## src/rtl/seg7_pkg.sv

```systemverilog
// Shared constants for the multiplexed seven-segment scanner.
// Segment patterns are active-low, bit order {g,f,e,d,c,b,a}.
package seg7_pkg;

  localparam logic [6:0] SEG_HEX_0 = 7'b1000000;
  localparam logic [6:0] SEG_HEX_1 = 7'b1111001;
  localparam logic [6:0] SEG_HEX_2 = 7'b0100100;
  localparam logic [6:0] SEG_HEX_3 = 7'b0110000;
  localparam logic [6:0] SEG_HEX_4 = 7'b0011001;
  localparam logic [6:0] SEG_HEX_5 = 7'b0010010;
  localparam logic [6:0] SEG_HEX_6 = 7'b0000010;
  localparam logic [6:0] SEG_HEX_7 = 7'b1111000;
  localparam logic [6:0] SEG_HEX_8 = 7'b0000000;
  localparam logic [6:0] SEG_HEX_9 = 7'b0010000;
  localparam logic [6:0] SEG_HEX_A = 7'b0001000;
  localparam logic [6:0] SEG_HEX_B = 7'b0000011;
  localparam logic [6:0] SEG_HEX_C = 7'b1000110;
  localparam logic [6:0] SEG_HEX_D = 7'b0100001;
  localparam logic [6:0] SEG_HEX_E = 7'b0000110;
  localparam logic [6:0] SEG_HEX_F = 7'b0001110;

  localparam logic [6:0] SEG_OFF = 7'h7F;
  localparam logic [7:0] SEL_OFF = 8'hFF;

  typedef enum logic [1:0] {
    StIdle,
    StBlank,
    StShow
  } state_e;

endpackage

```

## src/rtl/seg7_scan_hex2seg7.sv

```systemverilog
// Combinational hex nibble to active-low seven-segment pattern.
module hex2seg7
  import seg7_pkg::*;
(
  input  logic [3:0] nibble,
  output logic [6:0] pattern
);

  // Table lookup of the glyph for one hex digit.
  always_comb begin
    pattern = SEG_OFF;
    unique case (nibble)
      4'h0: pattern = SEG_HEX_0;
      4'h1: pattern = SEG_HEX_1;
      4'h2: pattern = SEG_HEX_2;
      4'h3: pattern = SEG_HEX_3;
      4'h4: pattern = SEG_HEX_4;
      4'h5: pattern = SEG_HEX_5;
      4'h6: pattern = SEG_HEX_6;
      4'h7: pattern = SEG_HEX_7;
      4'h8: pattern = SEG_HEX_8;
      4'h9: pattern = SEG_HEX_9;
      4'hA: pattern = SEG_HEX_A;
      4'hB: pattern = SEG_HEX_B;
      4'hC: pattern = SEG_HEX_C;
      4'hD: pattern = SEG_HEX_D;
      4'hE: pattern = SEG_HEX_E;
      4'hF: pattern = SEG_HEX_F;
      default: pattern = SEG_OFF;
    endcase
  end

endmodule

```

## src/rtl/seg7_scan.sv

```systemverilog
// Eight-digit multiplexed seven-segment scanner. Each digit slot is DIV
// cycles: BLANK all-off cycles for ghost suppression, then DIV-BLANK cycles
// of display. Inputs are snapshotted once per frame so a frame never tears.
module seg7_scan
  import seg7_pkg::*;
#(
  parameter int unsigned DIV   = 100000,
  parameter int unsigned BLANK = 100
) (
  input  logic        clk,
  input  logic        rst_n,
  input  logic        en,
  input  logic [31:0] data,
  input  logic [7:0]  digit_en,
  input  logic [7:0]  dp_in,
  output logic [7:0]  sel_seg,
  output logic [6:0]  seg,
  output logic        dp,
  output logic        frame_done
);

  localparam int unsigned ShowLen = DIV - BLANK;
  localparam int unsigned CntW    = $clog2(DIV);

  localparam logic [CntW-1:0] BlankLast = CntW'(BLANK - 1);
  localparam logic [CntW-1:0] ShowLast  = CntW'(ShowLen - 1);

  state_e          state_q, state_d;
  logic [2:0]      idx_q, idx_d;
  logic [CntW-1:0] cnt_q, cnt_d;
  logic            load;

  logic [31:0]     data_q;
  logic [7:0]      den_q;
  logic [7:0]      dp_q;

  logic [6:0]      hex_pat;
  logic            slot_end;

  assign slot_end = (state_q == StShow) && (cnt_q == ShowLast);

  // Glyph of the snapshot nibble for the digit currently being scanned.
  hex2seg7 u_hex2seg7 (
    .nibble  (data_q[{idx_q, 2'b00} +: 4]),
    .pattern (hex_pat)
  );

  // Control registers: state, digit index, slot counter.
  always_ff @(posedge clk or negedge rst_n) begin
    if (!rst_n) begin
      state_q <= StIdle;
      idx_q   <= 3'd0;
      cnt_q   <= '0;
    end else begin
      state_q <= state_d;
      idx_q   <= idx_d;
      cnt_q   <= cnt_d;
    end
  end

  // Frame snapshot; only written at frame start.
  always_ff @(posedge clk or negedge rst_n) begin
    if (!rst_n) begin
      data_q <= '0;
      den_q  <= '0;
      dp_q   <= '0;
    end else if (load) begin
      data_q <= data;
      den_q  <= digit_en;
      dp_q   <= dp_in;
    end
  end

  // Next-state logic; en low always wins and returns to idle.
  always_comb begin
    state_d = state_q;
    idx_d   = idx_q;
    cnt_d   = cnt_q;
    load    = 1'b0;
    if (!en) begin
      state_d = StIdle;
      idx_d   = 3'd0;
      cnt_d   = '0;
    end else begin
      unique case (state_q)
        StIdle: begin
          state_d = StBlank;
          idx_d   = 3'd0;
          cnt_d   = '0;
          load    = 1'b1;
        end
        StBlank: begin
          if (cnt_q == BlankLast) begin
            state_d = StShow;
            cnt_d   = '0;
          end else begin
            cnt_d = cnt_q + 1'b1;
          end
        end
        StShow: begin
          if (slot_end) begin
            state_d = StBlank;
            cnt_d   = '0;
            idx_d   = idx_q + 3'd1;
            load    = (idx_q == 3'd7);
          end else begin
            cnt_d = cnt_q + 1'b1;
          end
        end
        default: begin
          state_d = StIdle;
          idx_d   = 3'd0;
          cnt_d   = '0;
        end
      endcase
    end
  end

  // Outputs decode registered state only, so reset blanks them at once.
  // frame_done deliberately ignores en to keep inputs off the output paths.
  always_comb begin
    sel_seg    = SEL_OFF;
    seg        = SEG_OFF;
    dp         = 1'b1;
    frame_done = slot_end && (idx_q == 3'd7);
    if (state_q == StShow && den_q[idx_q]) begin
      sel_seg = ~(8'b1 << idx_q);
      seg     = hex_pat;
      dp      = ~dp_q[idx_q];
    end
  end

endmodule

```

## config.mk

```make
export PLATFORM = sky130hd
export DESIGN_NAME = seg7_scan
export DESIGN_NICKNAME = d
export VERILOG_FILES = /design/src/rtl/seg7_pkg.sv /design/src/rtl/seg7_scan_hex2seg7.sv /design/src/rtl/seg7_scan.sv
export SDC_FILE = /design/constraint.sdc
export NUM_CORES = 1
export LEC_CHECK = 0
export ABC_AREA = 1
export ABC_CLOCK_PERIOD_IN_PS = 2700
export CAP_MARGIN = 20
export CORE_UTILIZATION = 37
export CTS_BUF_LIST = sky130_fd_sc_hd__clkbuf_8
export DETAILED_ROUTE_END_ITERATION = 16
export GPL_TIMING_DRIVEN = 0
export PLACE_DENSITY = 0.68
export SLEW_MARGIN = 10
export SYNTH_ARGS = -nofsm -noshare
export SYNTH_HDL_FRONTEND = slang
export SYNTH_SLANG_ARGS = --single-unit
```

## constraint.sdc

```tcl
create_clock -name clk -period 2.7 [get_ports clk]
set_input_delay 0.405 -clock clk [delete_from_list [all_inputs] [get_ports clk]]
set_output_delay 0.405 -clock clk [all_outputs]
set_load 0.01 [all_outputs]
```

==> Word-level counts from Yosys, hierarchy flattened <==
Memory sizes are Yosys's and may differ from the RTL's.
Index checks and enable logic that the tools add are counted.
{ "totals": {"reg_bits": 70, "out_inout_bits": 17, "rom_bits": 112, "memories": 1, "in_bits": 51} }
{ "memory_table": {"columns": ["memory", "words", "width", "rd", "rd_ports_with_merged_regs", "write_ports", "line_no", "text"], "rows": [
  ["(name not given)", 16, 7, 1, 0, 0, "seg7_scan_hex2seg7.sv:12", "unique case (nibble)"]
]} }
{ "classes": {"shift": 2, "reduce_logical": 6, "bitwise_logic": 2, "magnitude_cmp": 1, "n_eq_ne": 8, "addsub": 2, "n_mux": 21} }
{ "ops": {"columns": ["op", "count"], "rows": [
  ["17-bit two-way mux", 3],
  ["17-bit one-hot mux with 2 select lines", 1],
  ["32-bit by 6-bit indexed part select with 4-bit output", 1],
  ["17-bit by 1-bit adder with 17-bit output, second input constant", 1],
  ["17-bit == test, second input constant", 1],
  ["17-bit by 7-bit == test with 1-bit output, second input constant", 1],
  ["8-bit two-way mux", 1],
  ["8-bit inverter", 1],
  ["1-bit by 3-bit left shift with 8-bit output, first input constant", 1],
  ["7-bit two-way mux", 1],
  ["1-bit binary-select mux with 3-bit select", 2],
  ["2-bit two-way mux", 3],
  ["3-bit two-way mux", 2],
  ["3-bit inequality test, second input constant", 2],
  ["2-bit one-hot mux with 3 select lines", 1],
  ["3-bit one-hot mux with 2 select lines", 1],
  ["1-bit two-way mux", 5],
  ["3-bit by 4-bit < comparator with 1-bit output, second input constant", 1],
  ["2-bit AND reduction", 2],
  ["3-bit by 1-bit adder with 3-bit output, second input constant", 1],
  ["3-bit == test, second input constant", 1],
  ["1-bit logical AND", 3],
  ["2-bit by 1-bit == test with 1-bit output, second input constant", 1],
  ["2-bit == test, second input constant", 1],
  ["4 further kinds", 4]
]} }

==> Logic depth before layout (Yosys ltp) <==
Gate-level depths: netlist (run 1).
{ "logic_depth": {"depth_word": 5, "mapped_depth": 14, "mapped_depth_nobuf": 12} }

==> By module <==
A second synthesis (run 1) with hierarchy kept.
{ "unflattened": {"hier_cells": 572, "area_unflattened_um2": 4172.8} }
{ "modules_own_cells": {"columns": ["mod", "area_each_um2", "n_inst", "cells_per_inst", "seq_area_each_um2"], "rows": [
  ["seg7_scan", 3898.7, 1, 523, 1751.7],
  ["hex2seg7", 274.0, 1, 49, 0.0]
]} }

==> Least setup slack after synthesis (run 1) <==
No wires, ideal clock.
{ "synth_path": {"kind": "register to output", "from": "register idx_q[0]", "to": "output port seg[3]", "slack_ns": 0.408, "t_required_ns": 2.295, "n_path_buf": 2, "path_stages_with_launch": 14, "t_arrival_ns": 1.887, "path_cell_list": "dfrtp_1 -> buf_2 -> inv_2 -> buf_4 -> nand2_1 -> nand3_1 -> nand2_1 -> o21ai_1 -> inv_1 -> ha_1 -> nand3_1 -> nand2_1 -> nand2_1 -> nand3_1"} }
{ "synth_between": {"elab_chain_len": 4, "elab_cells_between_ends": 6, "cone_classes": "shift (1); mux (3); reduce/logical (1); memory (1)"} }
{ "synth_rtl": {"columns": ["element", "line_no", "text"], "rows": [
  ["start: declaration", "seg7_scan.sv:29", "logic [2:0] idx_q, idx_d;"],
  ["start signal: assignment", "seg7_scan.sv:56", "idx_q <= idx_d;"],
  ["parallel branches: the longest is 3 deep, another holds memory 16 x 7 bit", null, null],
  ["7-bit two-way mux *", "seg7_scan.sv:126", "if (state_q == StShow && den_q[idx_q]) begin"],
  ["end: declaration", "seg7_scan.sv:17", "output logic [6:0] seg,"]
]} }
Mark *: on every way between the ends. The select of a mux whose other input is x is not followed.

==> Worst setup path after layout (run 1) <==
{ "layout_path": {"from": "register idx_q[0]", "to": "output port seg[1]"} }
The elaborated chain is that of the path after synthesis.

==> impl_metrics.tcl, run 1 <==
set metrics [dict create \
    status "complete, no violations" \
    yosysSeqAreaShare 0.424 \
    drt_iter0_drc 316 \
    grt_first_pass_wirelength_mm 18.3 \
    yosysTopAreaCellShare 0.424 \
    critPathRequiredTime_ps 2300 \
    p_per_area_nw_per_um2 825 \
    whs_endpoint "den_q[0]" \
    min_path_cells 2 \
    ios 68 \
    layout_commonest_cell "nand2_1" \
    antenna_found_initial 0 \
    r2r_setup_slack_ps 770 \
    diodes 0 \
    hold_start "den_q[0]" \
    layout.cells.most_common_list "183 x nand2_1, 97 x nand3_1, 69 x dfrtp_1" \
    die-height_um 108 \
    critPathKind "reg2out" \
    ys_ff_latch 70 \
    die_w_um 108 \
    crit_arrival_ps 2270 \
    fin_worst_skew_ps 10.5 \
    crit_fanout 10 \
    synth.avg_cell_area_um2 7.25 \
    cts-root-buf "clkbuf_8" \
    rsz0062_at_grt "yes" \
    ant_nets 0 \
    grt_usage 0.207 \
    finalSetupViolCount 0 \
    relSlewSlack 0.603 \
    wirelength_mm 11.6 \
    viasPerCell 5.01 \
    synth.area.top_cells "dfrtp_1 42%, nand2_1 17%, nand3_1 13%" \
    portBuffers 67 \
    maxSlewViolCount 0 \
    synth.net_count 638 \
    layout-drive-gt1-share 0.157 \
    die_area_um2 11600 \
    htree_levels 3 \
    insertion_delay_ps 360 \
    first_global_vias 3737 \
    synth_area_um2 4130 \
    gr-total-overflow 0 \
    start_util 0.381 \
    cp-start-kind "flop" \
    clk_pin_slew_ps 80 \
    cts_buffer_depth 2 \
    gp_congestion 0.923 \
    cp-end-kind "output pin" \
    drc 0 \
    wl_per_cell_um 14.2 \
    holdWs_ps 473 \
    r2r_cells 9 \
    yosysWarnings 0 \
    reg2reg_from "idx_q[0]" \
    synth_cells 569 \
    leakage_nw 2.73 \
    grt_max_degree 40 \
    rr_endpoint "data_q[10]" \
    fin_nets 739 \
    core-area_um2 10800 \
    period_needed_ps 2670 \
    ys_types 26 \
    cp-startpoint "idx_q[0]" \
    tritoncts "yes" \
    num_vias 4080 \
    irDropWorstVdd_mv 0.357 \
    tns_ps 0 \
    dp_hpwl_mm 7.96 \
    worst_pin_slew_ps 596 \
    numClockSinks 70 \
    dr.pass1.iters 5 \
    drv_cap 0 \
    max_freq_mhz 374 \
    yosysTopAreaCell "dfrtp_1" \
    finalCritPeriodShare 0.990 \
    min_path_type "reg2reg" \
    finalHoldViolations 0 \
    rows 38 \
    cts_buffers 9 \
    syn_to_final_growth_pct 35.9 \
]
## final cells by class
class / count / area, um2
Inverter: 58 / 229
Tap cell: 140 / 175
Buffer: 26 / 218
Clock inverter: 7 / 67.6
Clock buffer: 9 / 124
Timing Repair Buffer: 89 / 820
Multi-Input combinational cell: 416 / 2220
Fill cell: 1038 / 5230
Sequential cell: 70 / 1750
## how the worst max path moves through the flow
stage            endpoint  slack (ps)
2_1_floorplan      seg[3]         410
3_3_place_gp   data_q[19]       -1170
3_5_place_dp       seg[3]        -460
4_1_cts            seg[1]         -20
5_1_grt            seg[1]         -50
6_report           seg[1]          30
## worst max-delay path: stages, from the launching register on
cell and delay (ps):
dfrtp_1 400, buf_6 150, buf_8 140, nand2_1 90, nand3_2 100, nand3_4 110, o21ai_4 80, buf_6 130
ha_4 260, nand3_4 70, nor2_2 120, nor2_1 50, nand2_1 60, buf_2 130
## per-stage QoR
step,worst slack (ps),util,instances,total power [W],instance area (um2)
6_report,25.8,0.517,815,0.00463,5610
5_1_grt,-49.6,0.517,815,0.00498,5610
4_1_cts,-21.3,0.496,807,0.00439,5380
3_5_place_dp,-458,0.460,777,0.00335,4990
3_3_place_gp,-1170,0.459,776,0.00329,4970
2_1_floorplan,408,-,569,0.00284,4130
## Yosys cell counts (all sizes together)
| master | number |
|---|---|
| nand4 | 10 |
| or2 | 1 |
| a21oi | 2 |
| xnor2 | 2 |
| clkinv | 1 |
| nor3 | 5 |
| nand2 | 195 |
| nor4 | 1 |
| dfrtp | 70 |
| xor2 | 11 |
| clkbuf | 8 |
| nor2 | 50 |
| o21ai | 6 |
| ha | 18 |
| inv | 57 |
| a32o | 2 |
| nand3 | 110 |
| o211ai | 2 |
| buf | 18 |
## registers in the layout, summed over array words and instances, names as in the netlist
name	flops
idx_q	3
data_q	32
state_q	2
dp_q	8
cnt_q	17
den_q	8
## layer usage
layer	global-route usage	vias to the layer above	wire length, um
li1	-	2014	-
met1	0.285	1916	5330
met2	0.317	126	5300
met3	0.0357	24	633
met4	0.0920	0	310
met5	0	-	0
## cell families after synthesis
group | count (synthesis) | share of synthesized area
flip-flops | 70 | 0.424
AO/OA/AOI/OAI | 12 | 0.0182
buffers and inverters | 84 | 0.0900
adder cells (fa/ha/maj) | 18 | 0.0546
XOR/XNOR | 13 | 0.0276
AND/OR/NAND/NOR | 372 | 0.385
## where the power goes
part,total (W),switching (W),internal [W]
Combinational,0.00216,0.00126,0.000891
Clock,0.000845,0.000424,0.000421
Sequential,0.00162,0.000213,0.00141
Total,0.00463,0.00190,0.00272
## what timing repair did
| item | in CTS | in global routing |
|---|---|---|
| hold buffers | 1 | 0 |
| endpoints found under the hold margin | 18 | 0 |
| gates resized for setup | 69 | 45 |
| buffers inserted | 12 | 8 |
| setup endpoints to repair | 16 | 12 |
| cloned | 1 | 0 |
| pin swaps | 7 | 16 |
(Power assumes the default switching activity.)
==> run 2: changes to the inputs <==
CORE_MARGIN = 1   (was not set)
==> results of run 2 <==
Final layout, timing and power as in run 1 (identical DEF).
==> run 3: changes to the inputs <==
CORE_UTILIZATION = 53   (was 37)
CTS_CLUSTER_SIZE = 24   (was not set)
PLACE_DENSITY = 0.88   (was 0.68)
==> run 3 against run 2 <==
  * The run now ends with setup timing left
  * Combinational power up 3%
  * First-iteration DRC count up 17%
  * Fmax down 2.0%
  * Clock-buffer cell count up 1
  * Critical endpoint is now seg[3]
  * Sequential power up 2%
==> impl_metrics.tcl, run 3 (same netlist as run 1, synthesis figures left out) <==
set metrics [dict create \
    max_freq_mhz 366 \
    nFillCells 496 \
    placed_cell_area_um2 4950 \
    syn_to_final_growth_pct 34.3 \
    crit_arrival_ps 2330 \
    irDropWorstVdd_mv 0.413 \
    regMostFlops "data_q" \
    critPathRequiredTime_ps 2300 \
    cts_buffer_depth 2 \
    layout.cells.most_common_list "183 x nand2_1, 94 x nand3_1, 69 x dfrtp_1" \
    period_needed_ps 2730 \
    stdcell_area_um2 5540 \
    numPlacedInstances 736 \
    r2r_cells 10 \
    tritoncts "yes" \
    wl_per_cell_um 16.1 \
    hold_start "data_q[2]" \
    status "complete, but fails checks" \
    min_path_cells 2 \
    grt_first_pass_wirelength_mm 18.6 \
    gp_congestion 0.896 \
    p_seq_frac 0.344 \
    reg2reg_from "idx_q[0]" \
    die_w_um 90.3 \
    portBuffers 67 \
    drt_iter0_drc 371 \
    worst_pin_slew_ps 528 \
    numClockSinks 70 \
    insertion_delay_ps 350 \
    critPathKind "reg2out" \
    relSlewSlack 0.648 \
    ant_nets 0 \
    leakage_nw 2.71 \
    start_util 0.557 \
    die_area_um2 8150 \
    rsz0062_at_grt "yes" \
    fin_worst_skew_ps 10.6 \
    setup_ws_ps -30.1 \
    first_global_vias 4150 \
    final_cell_count_no_fill 769 \
    min_path_type "reg2reg" \
    finalCritPeriodShare 1.01 \
    gr-total-overflow 0 \
    p_switching_w 0.00199 \
    layout-drive-gt1-share 0.158 \
    num_vias 4324 \
    grt_max_degree 49 \
    rows 31 \
    largest_reg_flops 32 \
    clk_pin_slew_ps 70 \
    internal-power_w 0.00282 \
    ios 68 \
    crit_fanout 6 \
    diodes 0 \
    core-area_um2 7410 \
    finalSetupViolCount 3 \
    pwr-share-clk 0.192 \
    maxSlewViolCount 0 \
    die-height_um 90.3 \
    dr.pass1.iters 5 \
    viasPerCell 5.62 \
    cts-root-buf "clkbuf_8" \
    p_per_area_nw_per_um2 868 \
    htree_levels 3 \
    holdWs_ps 475 \
    drv_cap 0 \
    wirelength_mm 12.4 \
    drc 0 \
    grt_usage 0.287 \
    switching_share 0.414 \
    dpl_worst_slack_ps -405 \
    cp-end-kind "output pin" \
    antenna_found_initial 0 \
    finalHoldViolations 0 \
    reg_top3 "data_q: 32 flops, cnt_q: 17 flops" \
    power_w 0.00481 \
    fin_nets 734 \
    violations "setup timing" \
    dp_hpwl_mm 7.64 \
    cp-start-kind "flop" \
    layout_commonest_cell "nand2_1" \
    cts_buffers 9 \
    pwr-share-comb 0.464 \
    rr_endpoint "data_q[10]" \
    r2r_setup_slack_ps 520 \
    whs_endpoint "data_q[2]" \
]
[run 3: worst max path at each step]
stage	from	end	slack, ps	cells past startpoint
global placement	rst_n	data_q[25]	-1000	1
floorplan	idx_q[0]	seg[3]	410	13
finish	idx_q[0]	seg[3]	-30	15
CTS	idx_q[0]	seg[5]	-50	15
global route	idx_q[0]	seg[3]	-100	15
detailed placement	idx_q[0]	seg[5]	-400	14
[run 3: per-stage QoR]
stage | utilization | TNS (ps)
final | 0.748 | -56.9
after global routing | 0.748 | -746
after CTS | 0.725 | -73.5
after detailed placement | 0.668 | -2820
after global placement | 0.664 | -72240
after floorplan | - | 0
[run 3: cell type report]
cell class / count / area, um2 / area share
tap: 99 / 124 / 0.0223
multi-input combinational: 415 / 2210 / 0.398
clock inverter: 6 / 77.6 / 0.0140
timing repair buffer: 85 / 805 / 0.145
sequential: 70 / 1750 / 0.316
buffer: 26 / 208 / 0.0375
clock buffer: 10 / 138 / 0.0248
inverter: 58 / 231 / 0.0418
[run 3: layer usage]
layer / part of all wire / routed length, um / vias to the layer above / track usage
met5: 0 / 0 / - / 0
met4: 0.057 / 703 / 0 / 0.171
met3: 0.060 / 747 / 74 / 0.0429
met2: 0.49 / 6030 / 234 / 0.476
met1: 0.39 / 4890 / 2022 / 0.354
li1: - / - / 1994 / -
[run 3: power groups by stage]
stage	sequential, W	clock, W	combinational [W]
final	0.00166	0.000921	0.00223
after global routing	0.00168	0.000988	0.00245
after CTS	0.00163	0.000929	0.00191
after detailed placement	0.00164	0	0.00171
after global placement	0.00163	0	0.00163
after floorplan	0.00157	0	0.00127
[run 3: worst max-delay path, stage by stage (launching register included)]
cell     delay [ps]
dfrtp_1         400
buf_6           160
inv_8            70
buf_8           110
buf_6           120
nand2_2          60
nand3_2          70
nand3_2         100
o21ai_4         150
inv_2           110
ha_4            190
nand3_4          90
nand2_1          70
nand2_1          60
nand3_1          70
buf_2           140
[run 3: repair_timing]
action / CTS / global route
setup endpoints to repair: 16 / 17
resized for setup: 71 / 45
pin swaps: 7 / 9
hold buffers: 1 / 0
endpoints found under the hold margin: 22 / 0
buffers inserted: 12 / 4
